$ cat config.mk
export PLATFORM = sky130hd
export DESIGN_NAME = audio_dac_out
export DESIGN_NICKNAME = d
export VERILOG_FILES = /design/src/rtl/audio_dac_out.sv
export SDC_FILE = /design/constraint.sdc
export NUM_CORES = 1
export LEC_CHECK = 0
export BUFFER_PORTS_ARGS = -buffer_cell sky130_fd_sc_hd__buf_2
export CORE_MARGIN = 2
export CORE_UTILIZATION = 45
export CTS_CLUSTER_DIAMETER = 40
export DETAILED_ROUTE_END_ITERATION = 8
export PLACE_DENSITY = 0.67
export SYNTH_ARGS = -nofsm -noshare
export SYNTH_HDL_FRONTEND = slang
export SYNTH_SLANG_ARGS = --single-unit
export TNS_END_PERCENT = 10
$ cat constraint.sdc
create_clock -name CLK -period 3.1 [get_ports CLK]
set_clock_uncertainty 0.1 [all_clocks]
set_input_delay 0.62 -clock CLK [delete_from_list [all_inputs] [get_ports CLK]]
set_output_delay 0.62 -clock CLK [all_outputs]
set_load 0.05 [all_outputs]
$ cat src/rtl/audio_dac_out.sv
// audio_dac_out: divided-rate sample capture driving a PWM or first-order sigma-delta 1-bit output
module audio_dac_out #(
    parameter int DIV_WIDTH = 8
) (
    input  logic                 CLK,
    input  logic                 RST,
    input  logic [7:0]           WaveIn,
    input  logic                 Enable,
    input  logic                 Mode,
    input  logic [DIV_WIDTH-1:0] Divider,
    output logic                 AudioOut,
    output logic                 SampleTick,
    output logic [7:0]           Sample
);
    logic [DIV_WIDTH-1:0] cnt, period;
    logic [7:0] pwm, cmp;
    logic [8:0] acc;
    logic mode_q, match, mchg;
    always_comb begin
        match = cnt == period;
        mchg = Mode != mode_q;
    end
    always_ff @(posedge CLK) begin
        mode_q <= Mode;
        if (!RST) begin
            cnt <= '0;
            period <= Divider;
            pwm <= '0;
            cmp <= '0;
            acc <= '0;
            Sample <= '0;
            AudioOut <= 1'b0;
            SampleTick <= 1'b0;
        end else if (!Enable) begin
            cnt <= '0;
            period <= Divider;
            pwm <= '0;
            acc <= '0;
            AudioOut <= 1'b0;
            SampleTick <= 1'b0;
        end else begin
            cnt <= match ? '0 : cnt + DIV_WIDTH'(1);
            SampleTick <= match;
            if (match) begin
                period <= Divider;
                Sample <= WaveIn;
            end
            // a modulator switch restarts both modulators from a known silent state
            if (mchg) begin
                pwm <= '0;
                cmp <= '0;
                acc <= '0;
                AudioOut <= 1'b0;
            end else begin
                pwm <= pwm + 8'd1;
                if (pwm == 8'hff) cmp <= Sample;
                acc <= {1'b0, acc[7:0]} + {1'b0, Sample};
                AudioOut <= Mode ? acc[8] : pwm < cmp;
            end
        end
    end
endmodule

# Word-level counts from Yosys, hierarchy flattened
# Index checks and enable logic that the tools add are counted.
# classes
muxes,6
eq_ne,4
order_cmp,1
n_bitwise,2
n_reduce_logical,6
add_sub_neg,3
# op_table
op,count
$mux 8,5
$add 8x1->8 const B,2
$add 8x8->9,1
$eq 8x8->1,1
$eq 8x8->1 const B,1
$lt 8x8->1,1
$reduce_and 2->1,3
$reduce_or 3->1,2
$ne 3x2->1 const B,1
$not 1->1,2
$reduce_bool 2->1,1
$mux 1,1
$ne 1x1->1,1
# totals
word_cells,31
output_inout_bits,10
input_bits,20
regBits,52

# Longest topological paths before layout
# Gate-level depths: netlist (run 1).
# depth
ltp_word,4
ltp_mapped,8
mapped_depth_nobuf,8

# Worst setup path before layout (run 1)
# OpenSTA, ideal clock, no wires.
# synth_path
kind,register to register
startpoint,reg Sample[0]
endpoint,reg acc[6]
setup_slack_ns,0.926
t_arrival_ns,1.952
t_required_ns,2.878
n_path_buf,0
stages_incl_launch_ff,9
path_cell_list,dfxtp_1 > ha_1 > inv_1 > fa_1 > nor2b_4 > o31a_1 > o21a_1 > o21ai_2 > nor3b_1
# synth_between
elab_chain_cells,1
# synth_rtl
element,line,source
"start, declared",13,output logic [7:0] Sample
"start signal, assigned",46,Sample <= WaveIn;
$add 8x8->9,57,"acc <= {1'b0, acc[7:0]} + {1'b0, Sample};"
"end signal, assigned",57,
"end, declared",17,logic [8:0] acc;
# Every way passes these cells.
# A chain may end at the register's enable or synchronous reset.

# Worst setup path after layout (run 1)
# Ends and elaborated chain as after synthesis.

==> run summary, run 1 <==
• **placed cell count** 343
• **maximum clock frequency** 505 MHz
• **Final TNS setup** 0 ns
• **Hold-fix buffers, CTS** 0
• **leakage power of the design** 1.12 nW
• **via count of the first global-routing pass** 1,600
• **routed vias** 1,770
• **final setup vio count** 0
• **per-cell routed wire length** 12.5 µm
• **number of instances resized during post-cts repair** 0
• **count of inserted antenna diode cells** 0
• **delay contributed by the slowest stage of the critical path** 0.41 ns
• **number of DRC markers after the initial detailed-route iteration** 52
• **DRC violation count after routing** 0
• **final WL** 4390 µm
• **run status** finished, final reports clean
• **worst-path cell with the longest stage delay** sky130_fd_sc_hd__fa_1
• **Post-CTS Setup Inserts** 0
• **portion of the post-synthesis area used by sequential elements** 45.5%
• **Clock Latency Late Sink** 0.31 ns
• **post-synthesis average cell area** 9.90 µm²
• **post-route antenna net violation count** 0
• **peak supply drop** 0.246 mV
• **CP arrival** 2.06 ns
• **# port buffers** 29
• **Hold Fails Final Rpt** 0
• **Avg Vias per Cell** 5.04
• **Netlist Area Pre-Place** 2470 µm²
• **critical path type** flop to flop
• **cells taking the most area after synthesis** sky130_fd_sc_hd__dfxtp_1 (36%), sky130_fd_sc_hd__edfxtp_1 (9.7%), sky130_fd_sc_hd__ha_1 (8.6%)
• **placed cell areas** 2660 µm²
• **Net count, final** 318
• **antenna violations before repair** 0
• **required time of the critical path** 3.18 ns
• **period utilisation layout** 63.9%
• **setup slack at placement** 0.931 ns
• **max_slew headroom** 49.3%
• **Yosys Warn Count** 0
• **flip-flop and latch count after synthesis** 52
• **number of synthesized flops with an enable pin** 8
• **kind of cell adding the most delay to the critical path** adder cells
• **Multi-input gate area** 1240 µm²
• **post-synthesis net count** 287
• **I/O pin count** 30
• **clock tree from TritonCTS** built
• **# clock sinks** 52
• **post-route design area** 2740 µm²
• **starting utilization of the core area** 47.4%
• **std cell rows** 26
• **area overhead of the layout relative to synthesis** 11.3%
• **overall track demand over capacity in global routing** 15.8%
• **critical path peak fanout** 4
• **share of final-layout standard cells stronger than drive strength 1** 20.6%
• **Critical Path Source Type** flop
• **shortest clock period the worst path allows after layout** 1.98 ns
• **path type of the worst min-delay path** flop to flop
• **Register Area** 1120 µm²
• **Die Footprint** 6090 µm²
• **CP endpoint kind** flop
• **count of pins over their slew limit** 0
• **clock root buffer master** sky130_fd_sc_hd__clkbuf_8
• **floorplan core area** 5200 µm²
• **dominant register cell in the synthesized netlist** sky130_fd_sc_hd__dfxtp_1
• **setup repair after global routing missed its margin** false
• **non-filler instance count after layout** 351
• **detailed placement HPWL** 3220 µm
• **vertical die dimension** 78.0 µm
• **maximum number of pins on one net before global-route repair** 20
• **max-cap viol count** 0
• **global-route wire length before repair** 7580 µm
• **unique cell type count in the Yosys netlist** 42
• **cell-by-cell listing of the critical path** ha_1, inv_1, fa_1, nor2b_4, o31a_1, o21a_1, o21ai_2, nor3b_1
• **total of fill cells in the finished design** 497
• **maximum clock insertion buffer count** 2
• **slew at the pin with the worst max-slew slack** 0.758 ns
• **global placement routability congestion** 0.772
• **Syn Inst Count** 249
• **area share of the leading cell type in the synthesized netlist** 35.7%
• **final worst setup slack** 1.12 ns
• **cell type with the highest aggregate area in the netlist** sky130_fd_sc_hd__dfxtp_1
• **total congestion overflow** 0
• **clock-pin slew on the worst setup and hold paths** 0.10 ns
• **clock buffers created by TritonCTS** 5
• **TritonRoute pass-1 iters** 4
• **H-tree level count** 2
• **CP Buf/Inv Count** 1
• **Async SR Flop Fraction** 0%
• **die width** 78.0 µm
• **pwr dens** 421 nW/µm²
==> final cells by class <==
class | count | share of cell area (%)
Clock inverter | 3 | 0.638
Multi-Input combinational cell | 177 | 45.2
Tap cell | 70 | 3.19
Inverter | 13 | 1.78
Timing Repair Buffer | 31 | 5.84
Clock buffer | 5 | 2.51
Sequential cell | 52 | 40.9
==> path summary, 6_finish.rpt <==
path	cells past startpoint	from	to	slack, ns
max	8	Sample[0]	acc[6]	1.12
min	2	cmp[6]	cmp[6]	0.37
max reg2reg	8	Sample[0]	acc[6]	1.12
min reg2reg	2	cmp[6]	cmp[6]	0.37
==> kinds of logic (layout without fill, tap and decap cells) <==
family                   Yosys count  after routing  synth area share, %
multiplexers                       8              8                 3.25
XOR/XNOR                          23             23                 8.47
AO/OA/AOI/OAI                     33             33                 9.89
adder cells (fa/ha/maj)           18             18                 9.44
flip-flops                        52             52                 45.5
AND/OR/NAND/NOR                   95             95                 19.2
buffers and inverters             20             52                 4.26
==> worst register-to-register path: cells and delay by family, from the launching register on <==
kind / cells / cell delay, ns
flip-flops: 1 / 0.40
buffers and inverters: 1 / 0.07
AND/OR/NAND/NOR: 2 / 0.27
adder cells (fa/ha/maj): 2 / 0.64
AO/OA/AOI/OAI: 3 / 0.38
==> flip-flops by register name (all words and copies together) (netlist names) <==
| register | flops |
|---|---|
| acc | 9 |
| period | 8 |
| mode_q | 1 |
| cnt | 8 |
| Sample | 8 |
| pwm | 8 |
| AudioOut | 1 |
| SampleTick | 1 |
| cmp | 8 |
==> placed cells by master, fill, tap and decap left out, types with 2 or more instances in the layout <==
cell type / netlist / final
sky130_fd_sc_hd__nand2_1: 20 / 20
sky130_fd_sc_hd__o21a_1: 2 / 2
sky130_fd_sc_hd__inv_1: 13 / 13
sky130_fd_sc_hd__clkbuf_8: 0 / 5
sky130_fd_sc_hd__a211oi_1: 3 / 3
sky130_fd_sc_hd__ha_1: 17 / 17
sky130_fd_sc_hd__xor2_1: 10 / 10
sky130_fd_sc_hd__edfxtp_1: 8 / 8
sky130_fd_sc_hd__o21ai_2: 10 / 10
sky130_fd_sc_hd__nand2_2: 2 / 2
sky130_fd_sc_hd__nand3_2: 3 / 3
sky130_fd_sc_hd__xnor2_1: 12 / 12
sky130_fd_sc_hd__o21ai_0: 5 / 5
sky130_fd_sc_hd__nor2_1: 25 / 25
sky130_fd_sc_hd__a21oi_1: 5 / 5
sky130_fd_sc_hd__and3_1: 3 / 3
sky130_fd_sc_hd__dfxtp_1: 44 / 44
sky130_fd_sc_hd__nor3_1: 4 / 4
sky130_fd_sc_hd__buf_4: 0 / 2
sky130_fd_sc_hd__nand3_1: 24 / 24
sky130_fd_sc_hd__a21o_1: 2 / 2
sky130_fd_sc_hd__nand4_1: 4 / 4
sky130_fd_sc_hd__and2_1: 2 / 2
sky130_fd_sc_hd__mux2i_1: 8 / 8
sky130_fd_sc_hd__buf_2: 2 / 29
==> cells in the mapped netlist, types with 2 or more instances <==
master	instances
sky130_fd_sc_hd__nand3_2	3
sky130_fd_sc_hd__ha_1	17
sky130_fd_sc_hd__nand2_2	2
sky130_fd_sc_hd__nor3_1	4
sky130_fd_sc_hd__nand3_1	24
sky130_fd_sc_hd__nand2_1	20
sky130_fd_sc_hd__nand4_1	4
sky130_fd_sc_hd__xnor2_1	12
sky130_fd_sc_hd__xor2_1	10
sky130_fd_sc_hd__edfxtp_1	8
sky130_fd_sc_hd__and2_1	2
sky130_fd_sc_hd__o21ai_0	5
sky130_fd_sc_hd__nor2_1	25
sky130_fd_sc_hd__mux2i_1	8
sky130_fd_sc_hd__dfxtp_1	44
sky130_fd_sc_hd__inv_1	13
sky130_fd_sc_hd__o21a_1	2
sky130_fd_sc_hd__buf_2	2
sky130_fd_sc_hd__a21o_1	2
sky130_fd_sc_hd__a211oi_1	3
sky130_fd_sc_hd__buf_6	3
sky130_fd_sc_hd__a21oi_1	5
sky130_fd_sc_hd__and3_1	3
sky130_fd_sc_hd__o21ai_2	10
==> where the power goes <==
group          switching (mW)  leakage [nW]  internal (mW)
sequential            0.00704         0.437          0.695
combinational          0.0392         0.641         0.0252
clock                   0.230        0.0460          0.158
total                   0.276          1.12          0.879
==> metrics by stage <==
step	util, %	hold WS [ns]	power (mW)
3_3_place_gp	51.1	0.352	0.781
5_1_grt	52.7	0.365	1.20
3_5_place_dp	51.1	0.355	0.783
4_1_cts	52.7	0.370	1.16
2_1_floorplan	-	0.337	0.763
6_report	52.7	0.367	1.16
==> per-layer routing <==
metal / part of all wire (%) / up-vias / track usage, %
met5: 0 / - / 0
met2: 44 / 39 / 24.3
li1: - / 921 / -
met3: 4.3 / 14 / 4.14
met1: 49 / 796 / 21.8
met4: 2.4 / 0 / 5.09
(Power assumes the default switching activity.)
==> run 2, diff against run 1 <==
==> constraint.sdc (replaced) <==
create_clock -name CLK -period 1.87 [get_ports CLK]
set_clock_uncertainty 0.1 [all_clocks]
set_input_delay 0.374 -clock CLK [delete_from_list [all_inputs] [get_ports CLK]]
set_output_delay 0.374 -clock CLK [all_outputs]
set_load 0.05 [all_outputs]
==> run 2 against run 1 <==
Net effect: total power grew 100%; count of clock-buffer cells in the layout did not move; critical endpoint unchanged; sequential share of layout area down 1.7 points; worst hold slack got worse by 0.22 ns; combinational power up 80%.
==> run summary, run 2 (same netlist as run 1, synthesis figures left out) <==
• **run status** finished, final reports clean
• **total congestion overflow** 0, unchanged
• **starting utilization of the core area** 47.4%, unchanged
• **# port buffers** 29, unchanged
• **die width** 78.0 µm, unchanged
• **count of inserted antenna diode cells** 0, unchanged
• **worst-path cell with the longest stage delay** sky130_fd_sc_hd__dfxtp_4
• **most frequent cells in the layout** sky130_fd_sc_hd__dfxtp_1 (40), sky130_fd_sc_hd__buf_2 (29), sky130_fd_sc_hd__nor2_1 (25)
• **vertical die dimension** 78.0 µm, unchanged
• **antenna violations before repair** 0, unchanged
• **cell-by-cell listing of the critical path** ha_2, inv_1, fa_2, nor2b_4, o31a_1, o21a_1, o21ai_2, nor3b_1
• **routed vias** 1,802, +1.8%
• **max reg flops** 9, unchanged
• **slew at the pin with the worst max-slew slack** 0.338 ns, -0.420 ns
• **path type of the worst min-delay path** input port to flop
• **Hold Fails Final Rpt** 0, unchanged
• **clock tree from TritonCTS** built
• **Avg Vias per Cell** 5.05, about the same
• **floorplan core area** 5200 µm², unchanged
• **post-route design area** 2880 µm², +4.9%
• **most common library cell in the layout ignoring fill and taps** sky130_fd_sc_hd__dfxtp_1
• **area overhead of the layout relative to synthesis** 16.7%
• **Critical Path Source Type** flop
• **setup repair after global routing missed its margin** true
• **via count of the first global-routing pass** 1,753, +9.6%
• **clock root buffer master** sky130_fd_sc_hd__clkbuf_8
• **maximum number of pins on one net before global-route repair** 18, -10%
• **global placement routability congestion** 0.787, +1.9%
• **pwr dens** 801 nW/µm², +90%
• **placed cell areas** 2720 µm², +2.2%
• **Die Footprint** 6090 µm², unchanged
• **DRC violation count after routing** 0, unchanged
• **H-tree level count** 2, unchanged
• **std cell rows** 26, unchanged
• **maximum clock frequency** 546 MHz, +8.1%
• **delay contributed by the slowest stage of the critical path** 0.36 ns, -0.05 ns
• **worst setup path startpoint** Sample[0]
• **required time of the critical path** 1.99 ns, -1.19 ns
• **post-layout utilization of the core** 55.3%, +2.6 points
• **clock buffers created by TritonCTS** 5, unchanged
• **per-cell routed wire length** 12.1 µm, -3.5%
• **critical path peak fanout** 4, unchanged
• **count of pins over their slew limit** 0, unchanged
• **overall track demand over capacity in global routing** 15.4%, -0.42 points
• **worst min-delay path startpoint** Divider[3]
• **clock-pin slew on the worst setup and hold paths** 0.09 ns, about the same
• **CP endpoint kind** flop
• **Hold-fix buffers, CTS** 0, unchanged
• **end point of the critical path** acc[6]
• **number of instances resized during post-cts repair** 0, unchanged
• **post-route antenna net violation count** 0, unchanged
• **CP arrival** 1.95 ns, -0.11 ns
• **share of final-layout standard cells stronger than drive strength 1** 24.7%, +4.1 points
• **critical path type** flop to flop
• **leakage power of the design** 1.19 nW, +5.9%
• **# clock sinks** 52, unchanged
• **Clock Latency Late Sink** 0.30 ns, about the same
• **Reg with most FFs** acc
• **minimum hold slack** 0.143 ns, -0.225 ns
• **Net count, final** 324, +1.9%
• **worst reg2reg endpoint** acc[6]
• **TritonRoute pass-1 iters** 5, +1
• **final setup vio count** 0, unchanged
• **period utilisation layout** 97.9%, +34 points
• **number of DRC markers after the initial detailed-route iteration** 28, -46%
• **internal reg-to-reg setup slack** 0.04 ns, -1.08 ns
• **Reg2Reg Depth** 8, unchanged
• **final WL** 4310 µm, -1.8%
• **worst reg2reg startpoint** Sample[0]
• **maximum clock insertion buffer count** 2, unchanged
• **detailed placement HPWL** 3360 µm, +4.5%
• **global-route wire length before repair** 7570 µm, -0.18%
• **I/O pin count** 30, unchanged
• **shortest clock period the worst path allows after layout** 1.83 ns, -0.149 ns
• **Post-CTS Setup Inserts** 0, unchanged
• **max-cap viol count** 0, unchanged
• **peak supply drop** 0.437 mV, +77%
• **max_slew headroom** 77.3%, +28 points
## run 2: changes by cell type in the layout (fill, tap and decap cells not counted), moves of 3 or more
cell	delta
sky130_fd_sc_hd__buf_4	+6
sky130_fd_sc_hd__dfxtp_1	-4
sky130_fd_sc_hd__bufinv_16	+3
sky130_fd_sc_hd__dfxtp_2	+3
## run 2: power by group
group	total, mW	internal, mW	switching [mW]
registers	1.16	1.15	0.0113
clock network	1.03	0.669	0.359
logic	0.116	0.0477	0.0683
## run 2: how the worst min path moves through the flow
stage | cells past startpoint | slack (ns) | end
5_1_grt | 1 | 0.13 | period[4]
3_3_place_gp | 2 | 0.35 | cmp[7]
6_report | 1 | 0.14 | period[3]
3_5_place_dp | 2 | 0.35 | cmp[7]
2_1_floorplan | 0 | 0.30 | mode_q
4_1_cts | 1 | 0.14 | period[1]
## run 2: critical path, delay by kind of cell (launching register included)
kind | cells | cell delay, ns
AOI/OAI and AO/OA | 3 | 0.58
adders and majority gates | 2 | 0.42
buffers and inverters | 1 | 0.07
DFF | 1 | 0.36
and+or+nand+nor | 2 | 0.23
## run 2: layout make-up
type | instances | area, µm²
Clock buffer | 5 | 68.8
Clock inverter | 3 | 90.1
Fill cell | 498 | 2330
Inverter | 13 | 48.8
Multi-Input combinational cell | 177 | 1250
Sequential cell | 52 | 1130
Tap cell | 70 | 87.6
Timing Repair Buffer | 37 | 205
## run 2: metrics by stage
| step | worst slack (ns) | instances | power (mW) | TNS (ns) |
|---|---|---|---|---|
| floorplan | -0.00657 | 249 | 1.26 | -0.00657 |
| CTS | 0.0242 | 357 | 2.33 | 0 |
| global placement | 0.0705 | 349 | 1.30 | 0 |
| finish | 0.0394 | 357 | 2.31 | 0 |
| detailed placement | 0.0574 | 349 | 1.30 | 0 |
| global route | -0.0640 | 357 | 2.39 | -0.0789 |
## run 2: layer usage
metal	share of wire [%]	wire (µm)	global-route usage, %	vias up
met1	49	2100	18.9	843
met3	2.9	126	2.87	2
li1	-	-	-	935
met4	0.44	19	4.39	0
met2	48	2070	27.4	22
met5	0	0	0	-
